### src/rtl/ibex_pkg.sv
// Shared types for the mul/div issue controller: operator and state encodings
// plus the request bundle that is latched on accept and used as the cache key.
package ibex_pkg;

    typedef enum logic [1:0] {
        MD_OP_MULL = 2'd0,
        MD_OP_MULH = 2'd1,
        MD_OP_DIV  = 2'd2,
        MD_OP_REM  = 2'd3
    } md_op_e;

    typedef enum logic [1:0] {
        MD_ISSUE_IDLE  = 2'd0,
        MD_ISSUE_RUN   = 2'd1,
        MD_ISSUE_DRAIN = 2'd2,
        MD_ISSUE_DONE  = 2'd3
    } md_issue_state_e;

    typedef struct packed {
        md_op_e      op;
        logic [1:0]  signed_mode;
        logic [31:0] op_a;
        logic [31:0] op_b;
    } md_req_t;

    function automatic logic md_op_is_div(input md_op_e op);
        return op[1];
    endfunction

endpackage

### src/rtl/ibex_md_result_cache.sv
// Single-entry cache of the last completed mul/div op (key + result), used only
// when IBEX_MD_RESULT_CACHE_EN is defined.
module ibex_md_result_cache
    import ibex_pkg::*;
(
    input  logic        clk_i,
    input  logic        rst_ni,
    input  logic        flush_i,
    input  md_req_t     lookup_i,
    input  logic        upd_i,
    input  md_req_t     upd_req_i,
    input  logic [31:0] upd_result_i,
    output logic        hit_o,
    output logic [31:0] result_o
);

    logic        valid_q;
    md_req_t     key_q;
    logic [31:0] res_q;

    // Flush wins over a same-cycle update so a killed context never seeds a hit.
    always_ff @(posedge clk_i or negedge rst_ni) begin
        if (!rst_ni) begin
            valid_q <= 1'b0;
        end else if (flush_i) begin
            valid_q <= 1'b0;
        end else if (upd_i) begin
            valid_q <= 1'b1;
        end
    end

    always_ff @(posedge clk_i or negedge rst_ni) begin
        if (!rst_ni) begin
            key_q <= '0;
            res_q <= '0;
        end else if (upd_i) begin
            key_q <= upd_req_i;
            res_q <= upd_result_i;
        end
    end

    assign hit_o    = valid_q & (key_q == lookup_i);
    assign result_o = res_q;

endmodule

### src/rtl/ibex_md_issue_ctrl.sv
// Execute-stage issue controller in front of the multdiv unit. Holds enables until
// valid, drains killed ops (multdiv has no clear). Optional: IBEX_MD_RESULT_CACHE_EN.
module ibex_md_issue_ctrl
    import ibex_pkg::*;
#(
    parameter bit RESULT_REG = 1'b1
) (
    input  logic        clk_i,
    input  logic        rst_ni,
    input  logic        md_req_i,
    input  logic [1:0]  md_operator_i,
    input  logic [1:0]  md_signed_mode_i,
    input  logic [31:0] md_op_a_i,
    input  logic [31:0] md_op_b_i,
    input  logic        flush_i,
    output logic        md_ready_o,
    output logic        md_busy_o,
    output logic [31:0] md_result_o,
    output logic        md_result_valid_o,
    output logic        mult_en_o,
    output logic        div_en_o,
    output logic [1:0]  operator_o,
    output logic [1:0]  signed_mode_o,
    output logic [31:0] op_a_o,
    output logic [31:0] op_b_o,
    input  logic [31:0] multdiv_result_i,
    input  logic        multdiv_valid_i
);

    md_issue_state_e state_q, state_d;
    md_req_t         req_q, req_d, in_req;
    logic [31:0]     result_q, result_d;
    logic            cache_hit;
    logic [31:0]     cache_result;
    logic            accept;

    assign in_req = '{op:          md_op_e'(md_operator_i),
                      signed_mode: md_signed_mode_i,
                      op_a:        md_op_a_i,
                      op_b:        md_op_b_i};

`ifdef IBEX_MD_RESULT_CACHE_EN
    logic cache_upd;

    // Only a genuine completion (valid without flush in RUN) refreshes the entry.
    assign cache_upd = (state_q == MD_ISSUE_RUN) & multdiv_valid_i & ~flush_i;

    ibex_md_result_cache u_result_cache (
        .clk_i        (clk_i),
        .rst_ni       (rst_ni),
        .flush_i      (flush_i),
        .lookup_i     (in_req),
        .upd_i        (cache_upd),
        .upd_req_i    (req_q),
        .upd_result_i (multdiv_result_i),
        .hit_o        (cache_hit),
        .result_o     (cache_result)
    );
`else
    assign cache_hit    = 1'b0;
    assign cache_result = '0;
`endif

    always_ff @(posedge clk_i or negedge rst_ni) begin
        if (!rst_ni) begin
            state_q  <= MD_ISSUE_IDLE;
            req_q    <= '0;
            result_q <= '0;
        end else begin
            state_q  <= state_d;
            req_q    <= req_d;
            result_q <= result_d;
        end
    end

    always_comb begin
        state_d           = state_q;
        req_d             = req_q;
        result_d          = result_q;
        accept            = 1'b0;
        md_ready_o        = 1'b0;
        mult_en_o         = 1'b0;
        div_en_o          = 1'b0;
        md_result_valid_o = 1'b0;
        md_result_o       = result_q;

        unique case (state_q)
            MD_ISSUE_IDLE: begin
                accept     = md_req_i & ~flush_i;
                md_ready_o = accept;
                if (accept) begin
                    req_d = in_req;
                    if (cache_hit) begin
                        result_d = cache_result;
                        state_d  = MD_ISSUE_DONE;
                    end else begin
                        state_d  = MD_ISSUE_RUN;
                    end
                end
            end

            MD_ISSUE_RUN: begin
                mult_en_o = ~md_op_is_div(req_q.op);
                div_en_o  = md_op_is_div(req_q.op);
                if (multdiv_valid_i) begin
                    // The unit is already idle again, so a same-cycle flush needs no drain.
                    state_d = MD_ISSUE_IDLE;
                    if (!flush_i) begin
                        result_d = multdiv_result_i;
                        if (RESULT_REG) begin
                            state_d = MD_ISSUE_DONE;
                        end else begin
                            md_result_valid_o = 1'b1;
                            md_result_o       = multdiv_result_i;
                        end
                    end
                end else if (flush_i) begin
                    state_d = MD_ISSUE_DRAIN;
                end
            end

            MD_ISSUE_DRAIN: begin
                mult_en_o = ~md_op_is_div(req_q.op);
                div_en_o  = md_op_is_div(req_q.op);
                if (multdiv_valid_i) begin
                    state_d = MD_ISSUE_IDLE;
                end
            end

            MD_ISSUE_DONE: begin
                md_result_valid_o = ~flush_i;
                state_d           = MD_ISSUE_IDLE;
            end

            default: state_d = MD_ISSUE_IDLE;
        endcase
    end

    assign md_busy_o     = (state_q != MD_ISSUE_IDLE);
    assign operator_o    = req_q.op;
    assign signed_mode_o = req_q.signed_mode;
    assign op_a_o        = req_q.op_a;
    assign op_b_o        = req_q.op_b;

endmodule

### config.mk
export PLATFORM = sky130hd
export DESIGN_NAME = ibex_md_issue_ctrl
export DESIGN_NICKNAME = d
export VERILOG_FILES = /design/src/rtl/ibex_pkg.sv /design/src/rtl/ibex_md_result_cache.sv /design/src/rtl/ibex_md_issue_ctrl.sv
export SDC_FILE = /design/constraint.sdc
export NUM_CORES = 1
export LEC_CHECK = 0
export BUFFER_PORTS_ARGS = -buffer_cell sky130_fd_sc_hd__buf_2
export CORE_UTILIZATION = 25
export CTS_CLUSTER_DIAMETER = 40
export DETAILED_ROUTE_END_ITERATION = 7
export PLACE_DENSITY = 0.46
export SKIP_LAST_GASP = 1
export SYNTH_ARGS = -nofsm -noshare
export SYNTH_HDL_FRONTEND = slang
export SYNTH_SLANG_ARGS = --single-unit
### constraint.sdc
create_clock -name clk_i -period 4 [get_ports clk_i]
set_input_delay 0.2 -clock clk_i [delete_from_list [all_inputs] [get_ports clk_i]]
set_output_delay 0.2 -clock clk_i [all_outputs]
set_load 0.01 [all_outputs]
* Word-level counts from Yosys, hierarchy flattened
Cells that the tools add are included.
W data, S select, Z words.
** Word-level totals
- Register bits :: 102
- Input bits :: 105
- Word-level logic and storage cells :: 31
** Cells by class
- Eq/ne operators :: 6
- Mux-type cells :: 10
- Bitwise logic cells :: 3
- Reductions and logical operators :: 6
** Operator list (count)
- $mux W2 :: 5
- $pmux W2 S4 :: 1
- $reduce_and A3 Y1 :: 2
- $eq A2 B2 Y1 const B :: 2
- $mux W1 :: 4
- $ne A2 B2 Y1 const B :: 2
- $ne A3 B3 Y1 const B :: 1
- $eq A2 B1 Y1 const B :: 1
- $logic_not A2 Y1 :: 1
- $not A1 Y1 :: 2
- $reduce_and A2 Y1 :: 1
- $reduce_bool A2 Y1 :: 1
- $reduce_or A2 Y1 :: 1
- $and A1 B1 Y1 :: 1

* Logic depth before layout (Yosys ltp)
Gate-level depths: netlist (run 1).
- Word-level depth :: 4
- Mapped depth :: 6
- Depth with buffers taken out :: 5

* Least setup slack after synthesis (run 1)
Ideal clock, no wire load.
- Kind :: register to register
- Start :: register state_q[1]
- End :: register result_q[10]
- Setup time :: 0.125 ns
- Arrival :: 1.415 ns
- Data required time :: 3.875 ns
- Setup slack :: 2.461 ns
- Cell stages (with the launch flop) :: 7
- Period minus slack after synthesis :: 1.539 ns
- Path through :: dfrtp_1 > inv_1 > ha_1 > and2b_2 > nand2_4 > buf_6 > mux2_2
** Between the ends
- Longest elaborated chain between the ends :: 2
** RTL lines
- from (decl) :: line ibex_md_issue_ctrl.sv:30 : md_issue_state_e state_q, state_d;
- from (signal assigned) :: line ibex_md_issue_ctrl.sv:70 : state_q <= state_d;
- $eq A2 B1 Y1 :: line ibex_md_issue_ctrl.sv:87 : unique case (state_q)
- $reduce_and A3 Y1 (no source line)
- to (signal assigned) :: line ibex_md_issue_ctrl.sv:72 : result_q <= result_d;
- to (decl) :: line ibex_md_issue_ctrl.sv:32 : logic [31:0] result_q, result_d;
Every way passes these cells.
A chain may end at the register's enable or synchronous reset.

* Final worst setup path (run 1)
- Start :: register state_q[0]
- End :: output md_ready_o
** Between the ends
- Longest elaborated chain between the ends :: 2
** RTL lines
- $logic_not A2 Y1 :: line ibex_md_issue_ctrl.sv:87
- $mux W1 :: line ibex_md_issue_ctrl.sv:87
- to (decl) :: line ibex_md_issue_ctrl.sv:16 : output logic md_ready_o,
Every way passes these cells.

==> results of run 1 <==
state kept, by name, indices dropped and copies added, names as in the netlist:
signal	count
result_q	32
op_b_o	32
state_q	2
signed_mode_o	2
op_a_o	32
operator_o	2
area by class of cell:
class	count	area [um2]	area share [%]
tap	211	264.0	4.750
clock inverter	5	58.81	1.058
inverter	5	18.77	0.3377
multi-input combinational	123	1355	24.38
clock buffer	11	242.7	4.367
timing repair buffer	211	1066	19.18
sequential	102	2552	45.93
cell usage after synthesis:
cell       count
mux2_4         9
nor2b_1        4
inv_1          5
nand2_2        1
nor2b_4        1
o311ai_0       1
mux2_2        91
nand2b_1       2
nor3b_1        1
buf_2          5
dfrtp_1      102
buf_6          5
a21oi_1        3
and2b_2        1
o32ai_1        1
ha_1           4
o211ai_1       1
and2_1         1
a2bb2oi_1      1
nand2_4        1
cells by family after synthesis:
group / Yosys count / share of synthesized area (%)
flops: 102 / 63.77
mux: 100 / 28.98
buf+inv: 15 / 2.501
simple gates: 12 / 2.282
compound gates: 7 / 1.219
fa+ha+maj: 4 / 1.250
critical path, stage by stage, from the launching register on:
cell	delay, ps
dfrtp_1	390
inv_1	90
ha_1	260
nand2_4	710
inv_1	80
buf_2	170
power by group through the flow:
stage                     logic, mW  clock network [mW]  registers, mW
after detailed placement       1.72                   0           1.81
after CTS                      1.72               0.922           1.80
after global routing           1.83               0.965           1.87
after floorplan               0.706                   0           2.07
final                          1.68               0.881           1.79
after global placement         1.69                   0           1.80
final timing paths:
check	from	endpoint	slack (ps)	cells past startpoint
setup / recovery	state_q[0]	md_ready_o	1750	5
hold / removal	md_op_b_i[14]	op_b_o[14]	80	2
setup reg to reg	state_q[0]	op_b_o[8]	1950	4
hold reg to reg	op_b_o[1]	op_b_o[1]	500	1
max in group asynchronous	rst_ni	result_q[10]	2480	3
min in group asynchronous	rst_ni	op_a_o[7]	530	2
through the flow:
| stage | hold slack, ps | area [um2] | worst slack [ps] | utilization, % |
|---|---|---|---|---|
| 3_5_place_dp | 372.1 | 5246 | 1919 | 34.01 |
| 2_1_floorplan | -95.59 | 4003 | 2461 | - |
| 5_1_grt | 61.12 | 5558 | 1475 | 36.03 |
| 3_3_place_gp | 379.7 | 5246 | 1978 | 34.01 |
| 6_report | 82.75 | 5558 | 1753 | 36.03 |
| 4_1_cts | 62.71 | 5558 | 1679 | 36.03 |
layer usage:
layer	wire (um)	vias up
met5	0	-
met4	85	0
met3	871	5
met2	4089	133
met1	3679	1281
li1	-	1256
what timing repair did:
item / CTS / global route
gates resized for setup: 0 / 0
hold buffers: 1 / 0
endpoints found under the setup margin: 0 / 0
buffers inserted: 0 / 0
hold endpoints to repair: 6 / 0
==> qor.yml, run 1 <==
finalHoldViolCount: 0
min-delay-path-class: "primary input to flip-flop"
start_kind: "flip-flop"
antenna_left: 0
crit_path_end_kind: "primary output"
clkPwrFrac_pct: 20.2
worstMarginPinSlew_ps: 980.8
final-setup-viol-count: 0
netlist_area_mm2: 0.004003
layout_common_cells: "buf_2 (208), dfrtp_1 (102), mux2_2 (91)"
yosysWarningCount: 0
place_inst: 651
synthCells: 240
critPathKind: "flip-flop to primary output"
pin_count: 210
wl_per_cell_um: 13.06
syn_area_per_cell_um2: 16.68
clock_sink_count: 102
crit_required_ps: 3800
drt_pass1_iterations: 4
dp_hpwl_mm: 6.237
synthTopCellsByArea: "dfrtp_1 (64%), mux2_2 (26%), mux2_4 (3.4%)"
viasPerCell: 4.004
cap_violations: 0
grt_use_met1_pct: 12.62
n_fill_cell: 1540
finalClockSkew_ps: 5.814
cts_buffers: 9
power.internal_mw: 2.962
maxSlewHeadroom_pct: 34.62
nNetsFinal: 561
die_area_mm2: 0.01652
die_y_um: 128.5
p_leak_nw: 2.796
post-route-period-util_pct: 56.17
yosysSeqAreaShare_pct: 63.77
row_count: 45
power.total_mw: 4.359
vias: 2675
grt_pass1_vias: 2715
drt-total-wl_mm: 8.725
tns_ps: 0
combinationalPowerShare_pct: 38.6
gr-usage-met3_pct: 5.780
num_antenna_cells: 0
finalNonFillerCells: 668
core_mm2: 0.01543
cp_data_arrival_time_ps: 2050
grt_use_met2_pct: 16.85
rsz0062_at_grt: "false"
antenna_found_initial: 0
grt_first_pass_wirelength_mm: 13.45
max_freq_mhz: 445.1
final-max-slew-violation-count: 0
clk_path_buf_depth: 2
peakVddDrop_uv: 350.0
overflow: 0
path_clk_slew_ps: 70
period_needed_ps: 2247
grt.total_usage_pct: 10.72
grt-busiest-layer: "met2"
worstSkewPairLatency_ps: 340
netSwitchingPower_mw: 1.397
htreeDepth: 3
root_buffer: "clkbuf_16"
synth_top_area_share_pct: 63.77
drive_above_1_share_pct: 71.99
power.density_mw_per_mm2: 784.3
area_growth_pct: 38.86
synth_cell_types: 20
synth-seq-cells: 102
worstPathMaxFanout: 69
layout_commonest_cell: "buf_2"
gp_congestion: 0.7474
p_sw_share_pct: 32.05
syn_nets: 349
status: "complete, no violations"
grt_max_degree: 70
portBuffers: 209
drc: 0
pwr-share-seq_pct: 41.2
drtIter0Drc: 70
start_util_pct: 25.94
cts_tree: "done"
die_w_um: 128.5
yosysTopAreaCell: "dfrtp_1"
Note: power is estimated with default switching activity, not from simulation.
==> run 2: changes to the inputs <==
--- a/config.mk
+++ b/config.mk
@@ -5,11 +5,12 @@
 export SDC_FILE = /design/constraint.sdc
 export NUM_CORES = 1
 export LEC_CHECK = 0
+export ABC_AREA = 1
 export BUFFER_PORTS_ARGS = -buffer_cell sky130_fd_sc_hd__buf_2
 export CORE_UTILIZATION = 25
 export CTS_CLUSTER_DIAMETER = 40
 export DETAILED_ROUTE_END_ITERATION = 7
-export PLACE_DENSITY = 0.46
+export PLACE_DENSITY = 0.48
 export SKIP_LAST_GASP = 1
 export SYNTH_ARGS = -nofsm -noshare
 export SYNTH_HDL_FRONTEND = slang
==> constraint.sdc (replaced) <==
create_clock -name clk_i -period 1.9 [get_ports clk_i]
set_input_delay 0.095 -clock clk_i [delete_from_list [all_inputs] [get_ports clk_i]]
set_output_delay 0.095 -clock clk_i [all_outputs]
set_load 0.01 [all_outputs]
==> run 2 against run 1 <==
Against the previous run: cell count grew 47%; non-clock buffer count grew 100; sequential power grew 110%; global-route usage grew 3.2 points; clock skew grew 1.7 ps; clock-buffer cell count grew 1; register-to-register slack lost 1600 ps; sequential share of layout area shrank 7.0 points; critical path type unchanged; largest cell class unchanged.
==> qor.yml, run 2 <==
status: "complete, no violations"
critPathTopFamily: "buffers and inverters"
path_clk_slew_ps: 70
synth_edf_count: 0
root_buffer: "clkbuf_16"
drt-met1-wl_mm: 5.159
wl_per_cell_um: 11.66
peakVddDrop_uv: 541.3
antenna_left: 0
yosysSeqAreaShare_pct: 63.02
dp_hpwl_mm: 7.122
synth-seq-cells: 102
power.density_mw_per_mm2: 1367
netlist_area_mm2: 0.004050
pin_count: 210
cts_buffers: 9
ys_async_sr_fraction_pct: 100.0
vias: 3867
grt_pass1_vias: 3905
post-route-period-util_pct: 91.57
num_antenna_cells: 0
yosysMostFrequentCell: "nand2_1"
finalHoldViolCount: 0
power.total_mw: 8.961
grt.total_usage_pct: 13.93
wl_met2_mm: 5.284
worstMarginPinSlew_ps: 541.2
die_y_um: 129.3
antenna_found_initial: 0
path_buf_inv: 4
worstPathMaxFanout: 37
max_freq_mhz: 574.7
area_growth_pct: 61.85
die_w_um: 129.3
drtIter0Drc: 143
cap_violations: 0
top_layer: "met4"
critPathKind: "flip-flop to primary output"
die_area_mm2: 0.01671
rsz0062_at_grt: "false"
min-delay-path-class: "primary input to flip-flop"
layout_commonest_cell: "nand2_1"
finalNonFillerCells: 981
cts_tree: "done"
start_util_pct: 25.59
drc: 0
cp_data_arrival_time_ps: 1640
crit_chain: "inv_1 > ha_1 > nand3_2 > inv_2 > buf_12 > buf_2"
start_kind: "flip-flop"
row_count: 46
final-max-slew-violation-count: 0
yosys-top-cells-count: "nand2_1 (249), dfrtp_1 (102), inv_1 (40)"
synth_cell_types: 15
nNetsFinal: 869
tns_ps: 0
yosysWarningCount: 0
synthTopCellsByArea: "dfrtp_1 (63%), nand2_1 (23%), inv_1 (3.7%)"
core_mm2: 0.01583
crit_required_ps: 1800
syn_area_per_cell_um2: 8.824
portBuffers: 209
overflow: 0
clk_path_buf_depth: 2
whs_ps: 18.61
finalClockSkew_ps: 7.560
final-setup-viol-count: 0
cp_slowest_cell: "dfrtp_1"
drive_above_1_share_pct: 30.33
n_fill_cell: 1535
p_leak_nw: 3.734
maxSlewHeadroom_pct: 63.92
syn_nets: 568
drt_pass1_iterations: 4
ys.flop_type: "dfrtp_1"
grt_max_degree: 103
gp_congestion: 0.7204
grt_first_pass_wirelength_mm: 18.19
cts_resized: 0
dpl_cell_area_mm2: 0.005315
htreeDepth: 3
place_inst: 868
period_needed_ps: 1740
dr_wl_met3_um: 760
final_cell_area_mm2: 0.006555
synthCells: 459
drt-total-wl_mm: 11.44
yosysTopAreaCell: "dfrtp_1"
crit_path_end_kind: "primary output"
synth_top_area_share_pct: 63.02
critPathMaxStageDelay_ps: 410
layout_common_cells: "nand2_1 (249), buf_2 (208), dfrtp_1 (102)"
worstSkewPairLatency_ps: 340
viasPerCell: 3.942
clock_sink_count: 102
run 2: cell count changes after synthesis, moves of 4 or more:
cell,change
nand2_1,+249
mux2_2,-91
inv_1,+35
o21ai_0,+23
mux2_4,-9
o21ai_1,+9
buf_4,+7
buf_2,+4
nand3_1,+4
nor2b_1,-4
run 2: logic make-up (layout without fill, tap and decap cells):
kind of cell | count (synthesis) | in the layout | share of synthesized area, %
adders and majority gates | 4 | 4 | 1.236
DFF | 102 | 102 | 63.02
AOI/OAI and AO/OA | 33 | 33 | 4.140
and+or+nand+nor | 257 | 257 | 24.10
buffers and inverters | 63 | 369 | 7.507
run 2: area by class of cell:
| cell class | count | area [um2] | area share, % |
|---|---|---|---|
| sequential | 102 | 2552 | 38.94 |
| timing repair buffer | 311 | 2107 | 32.14 |
| multi-input combinational | 294 | 1199 | 18.29 |
| tap | 216 | 270.3 | 4.123 |
| clock buffer | 12 | 246.5 | 3.760 |
| inverter | 42 | 157.7 | 2.405 |
| clock inverter | 4 | 22.52 | 0.3436 |
run 2: final timing paths:
| check | start | end | slack (ps) | cells after the start |
|---|---|---|---|---|
| max in group asynchronous | rst_ni | op_b_o[4] | 1130 | 3 |
| worst min-delay path | multdiv_result_i[15] | result_q[15] | 20 | 3 |
| worst max register to register | state_q[0] | op_a_o[26] | 390 | 7 |
| worst min register to register | op_a_o[18] | op_a_o[18] | 470 | 2 |
| min in group asynchronous | rst_ni | result_q[27] | 370 | 3 |
| worst max-delay path | state_q[0] | md_ready_o | 160 | 6 |
run 2: power breakdown:
| group | internal [mW] | leakage, nW | switching, mW | total (mW) |
|---|---|---|---|---|
| Combinational | 1.52 | 2.33 | 1.98 | 3.50 |
| Clock | 0.919 | 0.132 | 0.771 | 1.69 |
| Sequential | 3.22 | 1.27 | 0.556 | 3.78 |
run 2: what timing repair did:
| action | CTS | global route |
|---|---|---|
| hold buffers | 97 | 0 |
| buffers inserted | 0 | 0 |
| setup endpoints to repair | 0 | 0 |
| hold endpoints to repair | 198 | 0 |
run 2: metrics by stage:
step,worst slack [ps],utilization (%)
2_1_floorplan,585.3,-
3_3_place_gp,455.8,33.58
3_5_place_dp,389.4,33.58
4_1_cts,130.2,41.42
5_1_grt,20.85,41.42
6_report,160.1,41.42
run 2: worst register-to-register path, delay by kind of cell, from the launching register on:
kind                     cells  cell delay [ps]
buffers and inverters        3              510
AND/OR/NAND/NOR              3              320
adder cells (fa/ha/maj)      1              210
flip-flops                   1              410
run 2: per-layer routing:
layer | track usage [%] | vias up
met2 | 23.43 | 141
met4 | 7.128 | 0
li1 | - | 1968
met5 | 0 | -
met3 | 4.005 | 18
met1 | 16.17 | 1740
